<file path="config.mk">
export PLATFORM = sky130hd
export DESIGN_NAME = seq_pattern_tx_flat
export DESIGN_NICKNAME = d
export VERILOG_FILES = /design/src/rtl/seq_pkg.sv /design/src/rtl/seq_pattern_tx_if.sv /design/src/rtl/seq_down_cnt.sv /design/src/rtl/seq_pattern_tx.sv /design/src/flat_wrapper.sv
export SDC_FILE = /design/constraint.sdc
export NUM_CORES = 1
export LEC_CHECK = 0
export CELL_PAD_IN_SITES_DETAIL_PLACEMENT = 0
export CELL_PAD_IN_SITES_GLOBAL_PLACEMENT = 1
export CORE_MARGIN = 2
export CORE_UTILIZATION = 25
export DETAILED_ROUTE_END_ITERATION = 12
export HOLD_SLACK_MARGIN = 0.12
export PLACE_DENSITY_LB_ADDON = 0.3
export REMOVE_ABC_BUFFERS = 1
export SYNTH_ARGS = -nofsm -noshare
export SYNTH_HDL_FRONTEND = slang
export SYNTH_SLANG_ARGS = --single-unit
</file>
<file path="constraint.sdc">
create_clock -name clk -period 3.3 [get_ports clk]
set_clock_uncertainty 0.15 [all_clocks]
set_input_delay 0.33 -clock clk [delete_from_list [all_inputs] [get_ports clk]]
set_output_delay 0.33 -clock clk [all_outputs]
set_load 0.02 [all_outputs]
</file>
<file path="src/rtl/seq_pkg.sv">
// Shared types and defaults for the serial pattern transmitter family.
package seq_pkg;

  typedef enum logic [1:0] {
    IDLE  = 2'd0,
    SHIFT = 2'd1,
    GAP   = 2'd2,
    DONE  = 2'd3
  } seq_state_t;

  localparam logic [3:0] SEQ_1101     = 4'b1101;
  localparam logic       SEQ_IDLE_BIT = 1'b0;

endpackage

</file>
<file path="src/rtl/seq_pattern_tx_if.sv">
// Command/status bundle between a pattern-transmit controller (master) and seq_pattern_tx (slave).
interface seq_pattern_tx_if #(
  parameter int PAT_W = 4,
  parameter int CNT_W = 4
);
  localparam int IW = $clog2(PAT_W);

  logic             start;
  logic             pattern_ld;
  logic [PAT_W-1:0] pattern_in;
  logic [CNT_W-1:0] repeat_n;
  logic             hold;
  logic             x_out;
  logic             x_valid;
  logic             busy;
  logic             done;
  logic [IW-1:0]    bit_idx;

  modport master (
    output start, pattern_ld, pattern_in, repeat_n, hold,
    input  x_out, x_valid, busy, done, bit_idx
  );

  modport slave (
    input  start, pattern_ld, pattern_in, repeat_n, hold,
    output x_out, x_valid, busy, done, bit_idx
  );
endinterface

</file>
<file path="src/rtl/seq_down_cnt.sv">
// Loadable down-counter with enable and zero flag; load wins over enable, saturates at zero.
// One-cycle update; no backpressure beyond the caller gating i_en/i_ld.
module seq_down_cnt #(
  parameter int W = 4
) (
  input  logic         clk,
  input  logic         rst,
  input  logic         i_ld,
  input  logic [W-1:0] i_ld_val,
  input  logic         i_en,
  output logic [W-1:0] o_cnt,
  output logic         o_zero
);

  logic [W-1:0] r_cnt;

  always_ff @(posedge clk) begin
    if (rst) begin
      r_cnt <= '0;
    end else if (i_ld) begin
      r_cnt <= i_ld_val;
    end else if (i_en && (r_cnt != '0)) begin
      r_cnt <= r_cnt - W'(1);
    end
  end

  assign o_cnt  = r_cnt;
  assign o_zero = (r_cnt == '0);

endmodule

</file>
<file path="src/rtl/seq_pattern_tx.sv">
// Serial pattern transmitter: sends pat_reg MSB-first repeat_n times, optional idle gaps; first bit one cycle after start.
// hold freezes every register and output; start/pattern_ld are honoured only in IDLE.
module seq_pattern_tx
  import seq_pkg::*;
#(
  parameter int               PAT_W    = 4,
  parameter logic [PAT_W-1:0] PATTERN  = PAT_W'(SEQ_1101),
  parameter int               CNT_W    = 4,
  parameter int               GAP_BITS = 0,
  parameter logic             IDLE_BIT = SEQ_IDLE_BIT
) (
  input  logic           clk,
  input  logic           rst,
  seq_pattern_tx_if.slave bus
);

  localparam int             IW      = $clog2(PAT_W);
  localparam int             GW      = (GAP_BITS > 0) ? $clog2(GAP_BITS + 1) : 1;
  localparam logic [IW-1:0]  MSB_IDX = IW'(PAT_W - 1);
  localparam logic [GW-1:0]  GAP_LD  = GW'(GAP_BITS);
  localparam bit             HAS_GAP = (GAP_BITS > 0);

  seq_state_t       r_state;
  logic             r_x_out;
  logic             r_x_valid;
  logic             r_busy;
  logic             r_done;
  logic [PAT_W-1:0] r_pat;

  logic [IW-1:0]    w_bit_cnt;
  logic [IW-1:0]    w_bit_dn;
  logic             w_bit_zero;
  logic [CNT_W-1:0] w_rep_cnt;
  logic             w_rep_zero;
  logic [GW-1:0]    w_gap_cnt;
  logic             w_gap_zero;
  logic [PAT_W-1:0] w_pat_src;

  logic w_run, w_idle_start, w_launch, w_end_pat, w_rep_last, w_rep_more;
  logic w_gap_last, w_gap_exit;

  assign w_run        = !bus.hold;
  assign w_idle_start = w_run && (r_state == IDLE) && bus.start;
  assign w_launch     = w_idle_start && (bus.repeat_n != '0);
  assign w_end_pat    = w_run && (r_state == SHIFT) && w_bit_zero;
  // Zero is treated like one so a counter can never be walked past its floor.
  assign w_rep_last   = w_rep_zero || (w_rep_cnt == CNT_W'(1));
  assign w_rep_more   = w_end_pat && !w_rep_last;
  assign w_gap_last   = w_gap_zero || (w_gap_cnt == GW'(1));
  assign w_gap_exit   = w_run && (r_state == GAP) && w_gap_last;
  assign w_bit_dn     = w_bit_cnt - IW'(1);
  assign w_pat_src    = bus.pattern_ld ? bus.pattern_in : r_pat;

  seq_down_cnt #(.W(IW)) u_bit_cnt (
    .clk      (clk),
    .rst      (rst),
    .i_ld     (w_launch || (w_rep_more && !HAS_GAP) || w_gap_exit),
    .i_ld_val (MSB_IDX),
    .i_en     (w_run && (r_state == SHIFT) && !w_bit_zero),
    .o_cnt    (w_bit_cnt),
    .o_zero   (w_bit_zero)
  );

  seq_down_cnt #(.W(CNT_W)) u_rep_cnt (
    .clk      (clk),
    .rst      (rst),
    .i_ld     (w_idle_start),
    .i_ld_val (bus.repeat_n),
    .i_en     (w_rep_more),
    .o_cnt    (w_rep_cnt),
    .o_zero   (w_rep_zero)
  );

  seq_down_cnt #(.W(GW)) u_gap_cnt (
    .clk      (clk),
    .rst      (rst),
    .i_ld     (w_rep_more && HAS_GAP),
    .i_ld_val (GAP_LD),
    .i_en     (w_run && (r_state == GAP)),
    .o_cnt    (w_gap_cnt),
    .o_zero   (w_gap_zero)
  );

  always_ff @(posedge clk) begin
    if (rst) begin
      r_state   <= IDLE;
      r_x_out   <= IDLE_BIT;
      r_x_valid <= 1'b0;
      r_busy    <= 1'b0;
      r_done    <= 1'b0;
      r_pat     <= PATTERN;
    end else if (w_run) begin
      case (r_state)
        IDLE: begin
          if (bus.pattern_ld) r_pat <= bus.pattern_in;
          if (bus.start) begin
            r_busy <= 1'b1;
            if (bus.repeat_n == '0) begin
              r_state <= DONE;
              r_done  <= 1'b1;
            end else begin
              r_state   <= SHIFT;
              r_x_out   <= w_pat_src[PAT_W-1];
              r_x_valid <= 1'b1;
            end
          end
        end
        SHIFT: begin
          if (!w_bit_zero) begin
            r_x_out <= r_pat[w_bit_dn];
          end else if (w_rep_last) begin
            r_state   <= DONE;
            r_done    <= 1'b1;
            r_x_out   <= IDLE_BIT;
            r_x_valid <= 1'b0;
          end else if (HAS_GAP) begin
            r_state   <= GAP;
            r_x_out   <= IDLE_BIT;
            r_x_valid <= 1'b0;
          end else begin
            r_x_out <= r_pat[PAT_W-1];
          end
        end
        GAP: begin
          if (w_gap_last) begin
            r_state   <= SHIFT;
            r_x_out   <= r_pat[PAT_W-1];
            r_x_valid <= 1'b1;
          end
        end
        DONE: begin
          r_state <= IDLE;
          r_busy  <= 1'b0;
          r_done  <= 1'b0;
        end
        default: r_state <= IDLE;
      endcase
    end
  end

  assign bus.x_out   = r_x_out;
  assign bus.x_valid = r_x_valid;
  assign bus.busy    = r_busy;
  assign bus.done    = r_done;
  assign bus.bit_idx = w_bit_cnt;

endmodule
</file>
<file path="src/flat_wrapper.sv">
// flat-port wrapper written by rule: the top's interface ports become plain ports
module seq_pattern_tx_flat import seq_pkg::*;
#(
  parameter int               PAT_W    = 4,
  parameter logic [PAT_W-1:0] PATTERN  = PAT_W'(SEQ_1101),
  parameter int               CNT_W    = 4,
  parameter int               GAP_BITS = 0,
  parameter logic             IDLE_BIT = SEQ_IDLE_BIT
)
  (clk, rst, bus_start, bus_pattern_ld, bus_pattern_in, bus_repeat_n, bus_hold, bus_x_out, bus_x_valid, bus_busy, bus_done, bus_bit_idx);
  seq_pattern_tx_if #(.PAT_W(PAT_W), .CNT_W(CNT_W)) bus_i ();
  input  logic clk;
  input  logic rst;
  input wire logic [$bits(bus_i.start)-1:0] bus_start;
  input wire logic [$bits(bus_i.pattern_ld)-1:0] bus_pattern_ld;
  input wire logic [$bits(bus_i.pattern_in)-1:0] bus_pattern_in;
  input wire logic [$bits(bus_i.repeat_n)-1:0] bus_repeat_n;
  input wire logic [$bits(bus_i.hold)-1:0] bus_hold;
  output wire logic [$bits(bus_i.x_out)-1:0] bus_x_out;
  output wire logic [$bits(bus_i.x_valid)-1:0] bus_x_valid;
  output wire logic [$bits(bus_i.busy)-1:0] bus_busy;
  output wire logic [$bits(bus_i.done)-1:0] bus_done;
  output wire logic [$bits(bus_i.bit_idx)-1:0] bus_bit_idx;
  assign bus_i.start = bus_start;
  assign bus_i.pattern_ld = bus_pattern_ld;
  assign bus_i.pattern_in = bus_pattern_in;
  assign bus_i.repeat_n = bus_repeat_n;
  assign bus_i.hold = bus_hold;
  assign bus_x_out = bus_i.x_out;
  assign bus_x_valid = bus_i.x_valid;
  assign bus_busy = bus_i.busy;
  assign bus_done = bus_i.done;
  assign bus_bit_idx = bus_i.bit_idx;
  seq_pattern_tx #(.PAT_W(PAT_W), .PATTERN(PATTERN), .CNT_W(CNT_W), .GAP_BITS(GAP_BITS), .IDLE_BIT(IDLE_BIT)) u_core (.clk(clk), .rst(rst), .bus(bus_i));
endmodule
</file>
# Word-level counts from Yosys, hierarchy flattened

Index checks and enable logic that the tools add are counted.

$add $sub $neg: 2
Magnitude comparators: 1
Equal/unequal tests: 9
Multiplexer cells: 29
Bitwise operators: 1
Reductions and logical operators: 35

Operator list:

| kind                                                        | count |
|---|---|
| two-way mux 1 bit                                           | 14 |
| two-way mux 2 bit                                           | 6 |
| two-way mux 4 bit                                           | 3 |
| AND reduction 6 bit                                         | 2 |
| logical AND 1 bit                                           | 10 |
| one-hot mux 1 bit (3 select lines)                          | 3 |
| zero test 4 bit                                             | 2 |
| one-hot mux 2 bit (4 select lines)                          | 1 |
| AND reduction 4 bit                                         | 2 |
| nonzero test 2 bit                                          | 4 |
| nonzero test 4 bit                                          | 2 |
| inequality test 2 bit (second input constant)               | 3 |
| AND reduction 3 bit                                         | 2 |
| nonzero test 3 bit                                          | 2 |
| equality test 2 bit (second input constant)                 | 2 |
| equality test 4 x 1 -> 1 bit (second input constant)        | 1 |
| zero test 2 bit                                             | 2 |
| inequality test 2 x 1 -> 1 bit (second input constant)      | 2 |
| subtractor 4 x 1 -> 4 bit (second input constant)           | 1 |
| zero test 1 bit                                             | 3 |
| logical OR 1 bit                                            | 3 |
| less-than comparator 2 x 3 -> 1 bit (second input constant) | 1 |
| binary-select mux 1 bit (select 2 bit)                      | 1 |
| equality test 2 x 1 -> 1 bit (second input constant)        | 1 |
| other kinds (4)                                             | 4 |

Flip-flop bits (word level): 16
Input port bits: 13
Output and inout port bits: 6

# Depth between registers and ports, before layout

Depth after elaboration: 7
Mapped depth: 6

# Cells and area by module

From an unflattened synthesis, not the netlist that was laid out.

Cell total of the unflattened synthesis: 125
Area total of the unflattened synthesis: 1132.3 um^2

Modules (own cells, without submodules):

| module                          | times used | cells each | area an instance (um^2) | seq. area each (um^2) |
|---|---|---|---|---|
| seq_pattern_tx                  | 1          | 78         | 695.7                   | 200.2 |
| seq_down_cnt (u_core.u_rep_cnt) | 1          | 29         | 262.8                   | 80.1 |
| seq_down_cnt (u_core.u_bit_cnt) | 1          | 14         | 126.4                   | 40.0 |
| seq_down_cnt (u_core.u_gap_cnt) | 1          | 4          | 47.5                    | 20.0 |

# Least setup slack after synthesis

Ideal clock, no wire load.

Path type: register -> register
Start point: reg u_core.r_state[0]
End point: reg u_core.r_x_valid (netlist: u_core.bus.x_valid)
Setup time: 0.121 ns
Arrival time: 1.726 ns
Path slack: 1.303 ns
Stages on the path, launching flop included: 7
Path buffers: 0
Clock period less this slack: 1.997 ns
Cells stage by stage: dfxtp_1 inv_1 ha_1 nor2b_4 or2_4 a2111oi_2 mux2_2

Longest elaborated chain between the ends: 3
Elaborated cells between the ends (all ways): 10
Those cells by class: eq/ne (6); mux (1); reduce/logical (3)

RTL lines:

| what                                                             | line                  | RTL |
|---|---|---|
| start, declared                                                  | seq_pattern_tx.sv:23  | `seq_state_t r_state;` |
| start signal, assigned                                           | seq_pattern_tx.sv:86  | `r_state <= IDLE;` |
| start signal, assigned                                           | seq_pattern_tx.sv:99  | `r_state <= DONE;` |
| start signal, assigned                                           | seq_pattern_tx.sv:102 | `r_state <= SHIFT;` |
| equality test 2 x 1 -> 1 bit (tied with other cells)             | seq_pattern_tx.sv:93  | `case (r_state)` |
| inequality test 2 x 1 -> 1 bit (no line) (tied with other cells) | -                     |  |
| AND reduction 6 bit (no line)                                    | -                     |  |
| end signal, assigned                                             | seq_pattern_tx.sv:88  | `r_x_valid <= 1'b0;` |
| end signal, assigned                                             | seq_pattern_tx.sv:104 | `r_x_valid <= 1'b1;` |
| end signal, assigned                                             | seq_pattern_tx.sv:115 | `r_x_valid <= 1'b0;` |
| end, declared                                                    | seq_pattern_tx.sv:25  | `logic r_x_valid;` |

Parallel ways exist; a longest one is shown, timed or not.
A chain may end at the register's enable or synchronous reset.

# Final worst setup path

Start point: reg u_core.r_state[0]
End point: reg u_core.r_x_out (netlist: u_core.bus.x_out)

Longest elaborated chain between the ends: 3
Elaborated cells between the ends (all ways): 8
Those cells by class: eq/ne (4); mux (1); reduce/logical (3)

RTL lines:

| what                                                                         | line                  | RTL |
|---|---|---|
| equality test 2 x 1 -> 1 bit (tied with other cells)                         | seq_pattern_tx.sv:93  |  |
| nonzero test 3 bit (no line) / inequality test 2 bit (equally long branches) | -                     |  |
| AND reduction 4 bit (no line)                                                | -                     |  |
| end signal, assigned                                                         | seq_pattern_tx.sv:103 | `r_x_out <= w_pat_src[PAT_W-1];` |
| end signal, assigned                                                         | seq_pattern_tx.sv:110 | `r_x_out <= r_pat[w_bit_dn];` |
| end signal, assigned                                                         | seq_pattern_tx.sv:121 | `r_x_out <= r_pat[PAT_W-1];` |
| end, declared                                                                | seq_pattern_tx.sv:24  | `logic r_x_out;` |

Parallel ways exist; a longest one is shown, timed or not.

==> run_results.csv <==
group,metric,value,unit
power_and_ir_drop,finalPower,0.545,mW
routing,wl_met1,1080,µm
setup_path,reg2reg_from,"u_core.r_state[0]$_SDFFE_PP0P_",
finish,n_fill_cell,418,
routing,highest_layer,"met4",
setup_path,cp-startpoint,"u_core.r_state[0]$_SDFFE_PP0P_",
place,io_buffer_count,18,
routing,wl_met2,1080,µm
timing,hold_viol,0,
global_route,grt_pass1_wl,3800,µm
synth,ys_types,40,
routing,first_iter_violations,19,
setup_path,required,3290,ps
synth,netlist_top_cells_count,"dfxtp_1 (16), inv_1 (13), nand2_1 (10)",
global_route,track_usage,0.111,
routing,vias,914,
synth,yosysTopAreaCell,"dfxtp_1",
setup_path,crit_path_end_kind,"register",
timing,max_freq,454,MHz
routing,via_per_inst,4.84,
floorplan,die_h,67.7,µm
routing,finalWirelength,2250,µm
synth,synth.most_common_cell,"dfxtp_1",
timing,max-slew-margin-rel,0.468,
finish,finalNetCount,161,
clocking,cts_resized,0,
floorplan,rows,23,
min_path,hold_start,"u_core.r_pat[1]$_SDFFE_PP0P_",
setup_path,start_kind,"register",
clocking,cts_made_buffers,3,
finish,antenna_cells,0,
timing,worst_pin_slew,778,ps
synth,synth_top_area_share,0.316,
setup_path,crit_arrival,2190,ps
clocking,clk_latency,250,ps
timing,fin_tns_setup,0,ps
global_route,grt_max_degree,17,
routing,wl_met3,53,µm
place,post-place-ws,1010,ps
finish,design_area,1310,µm²
place,detailed_place_hpwl,1760,µm
floorplan,core,3940,µm²
synth,ys_warn_count,0,
clocking,clock-sinks,16,
routing,antenna_left,0,
routing,post-route-drc-count,0,
power_and_ir_drop,leakage,0.494,nW
status,status,"finished clean",
global_route,overflow,0,
timing,worst_slack,1100,ps
timing,setup_viol,0,
place,placed_area,1250,µm²
floorplan,die_x,67.7,µm
clocking,clk_pin_slew,70,ps
clocking,hold_buffers,0,
synth,synthesis.area,1010,µm²
floorplan,dieArea,4580,µm²
finish,syn2layout_area_growth,29.0,%
global_route,first_global_vias,868,
place,gp_congestion,0.752,
min_path,hold_class,"reg2reg",
timing,period_needed,2200,ps
timing,drv_slew,0,
global_route,antenna_found_initial,0,
floorplan,start_util,0.257,
synth,synth-edff-count,0,
setup_path,path_max_fanout,7,
setup_path,path_class,"reg2reg",
clocking,cts-root-buf,"clkbuf_8",
timing,rsz0062_at_grt,"false",
finish,layout-drive-gt1-share,0.0935,
timing,period_share,0.667,
routing,drtPass1Iterations,4,
synth,synth_seq_cells,16,
synth,synth-main-ff-cell,"dfxtp_1",
clocking,cts_tree,"done",
clocking,clockBufferDepth,2,
synth,postSynthAreaPerCell,8.59,µm²
power_and_ir_drop,irDropWorstVdd,145,µV
routing,routedWlPerCell,11.9,µm
run,maxCapViolCount,0,
synth,synth_seq_area_share,0.316,
floorplan,ios,19,
synth,synth_cells,118,
synth,async_reset_ff_frac,0,
finish,postLayoutCoreUtil,0.332,
clocking,postCtsSetupRepairBufs,0,
power_and_ir_drop,power_density,417,nW/µm²
synth,synth_area_leaders,"dfxtp_1 (32%), ha_1 (9.9%), inv_1 (4.8%), mux2i_1 (4.0%), a211oi_1 (3.7%)",
clocking,htreeDepth,1,
==> logic make-up after synthesis <==
kind of cell / Yosys count / share of synthesized area
buffers and inverters: 14 / 0.0519
XOR/XNOR: 3 / 0.0259
multiplexers: 5 / 0.0506
flip-flops: 16 / 0.316
AND/OR/NAND/NOR: 41 / 0.231
adder cells (fa/ha/maj): 8 / 0.0988
AO/OA/AOI/OAI: 31 / 0.226
==> worst max-delay path, stage by stage (launching register included) <==
cell and delay (ps):
dfxtp_1 400, inv_1 80, ha_1 290, nor2b_4 160, a2111oi_0 710, nand4_1 150, o311ai_0 140
==> metrics by stage <==
step                      hold slack, ps  std cells
after CTS                            326        189
after detailed placement             316        185
after global routing                 352        189
final                                322        189
after global placement               305        185
after floorplan                      246        117
==> cell type report <==
| type | count | area, µm² | share of cell area |
|---|---|---|---|
| multi-input combinational | 88 | 641 | 0.490 |
| sequential | 16 | 320 | 0.245 |
| timing repair buffer | 18 | 180 | 0.138 |
| tap | 50 | 62.6 | 0.0478 |
| clock buffer | 4 | 55.1 | 0.0421 |
| inverter | 13 | 48.8 | 0.0373 |
==> cell usage in the layout, fill, tap and decap left out, drive strengths merged, types with 2 or more instances in the layout <==
cell,synthesis,routed
nor2,9,9
o21ai,5,5
clkdlybuf4s50,0,18
a211oi,5,5
inv,13,13
clkbuf,1,4
o311ai,3,3
nor2b,3,3
a221oi,2,2
ha,8,8
a21oi,6,6
mux2i,4,4
xor2,2,2
a2111oi,2,2
or2,2,2
or3,2,2
nor3,2,2
nand2,10,10
dfxtp,16,16
a21boi,3,3
nand3,5,5
==> layer usage <==
| metal | global-route usage | vias to the layer above |
|---|---|---|
| li1 | - | 473 |
| met1 | 0.135 | 429 |
| met2 | 0.188 | 10 |
| met3 | 0.0200 | 2 |
| met4 | 0.0536 | 0 |
| met5 | 0 | - |
==> where the power goes <==
part	leakage, nW	internal (mW)	switching [mW]	total, mW
logic	0.334	0.0713	0.0754	0.147
clock network	0.0288	0.106	0.0683	0.174
registers	0.132	0.210	0.0139	0.224
==> path summary, 6_finish.rpt <==
check	end	slack [ps]	depth (start not counted)
worst max-delay path	u_core.bus.x_out$_SDFFE_PP0P_	1100	6
worst min-delay path	u_core.r_pat[1]$_SDFFE_PP0P_	320	2
worst max register to register	u_core.bus.x_out$_SDFFE_PP0P_	1100	6
worst min register to register	u_core.r_pat[1]$_SDFFE_PP0P_	320	2
==> state kept, by name (all words and copies together) (netlist names) <==
name / count
u_core.bus.busy: 1
u_core.bus.done: 1
u_core.bus.x_out: 1
u_core.bus.x_valid: 1
u_core.r_pat: 4
u_core.r_state: 2
u_core.u_bit_cnt.o_cnt: 2
u_core.u_rep_cnt.o_cnt: 4
Note: power is estimated with default switching activity, not from simulation.
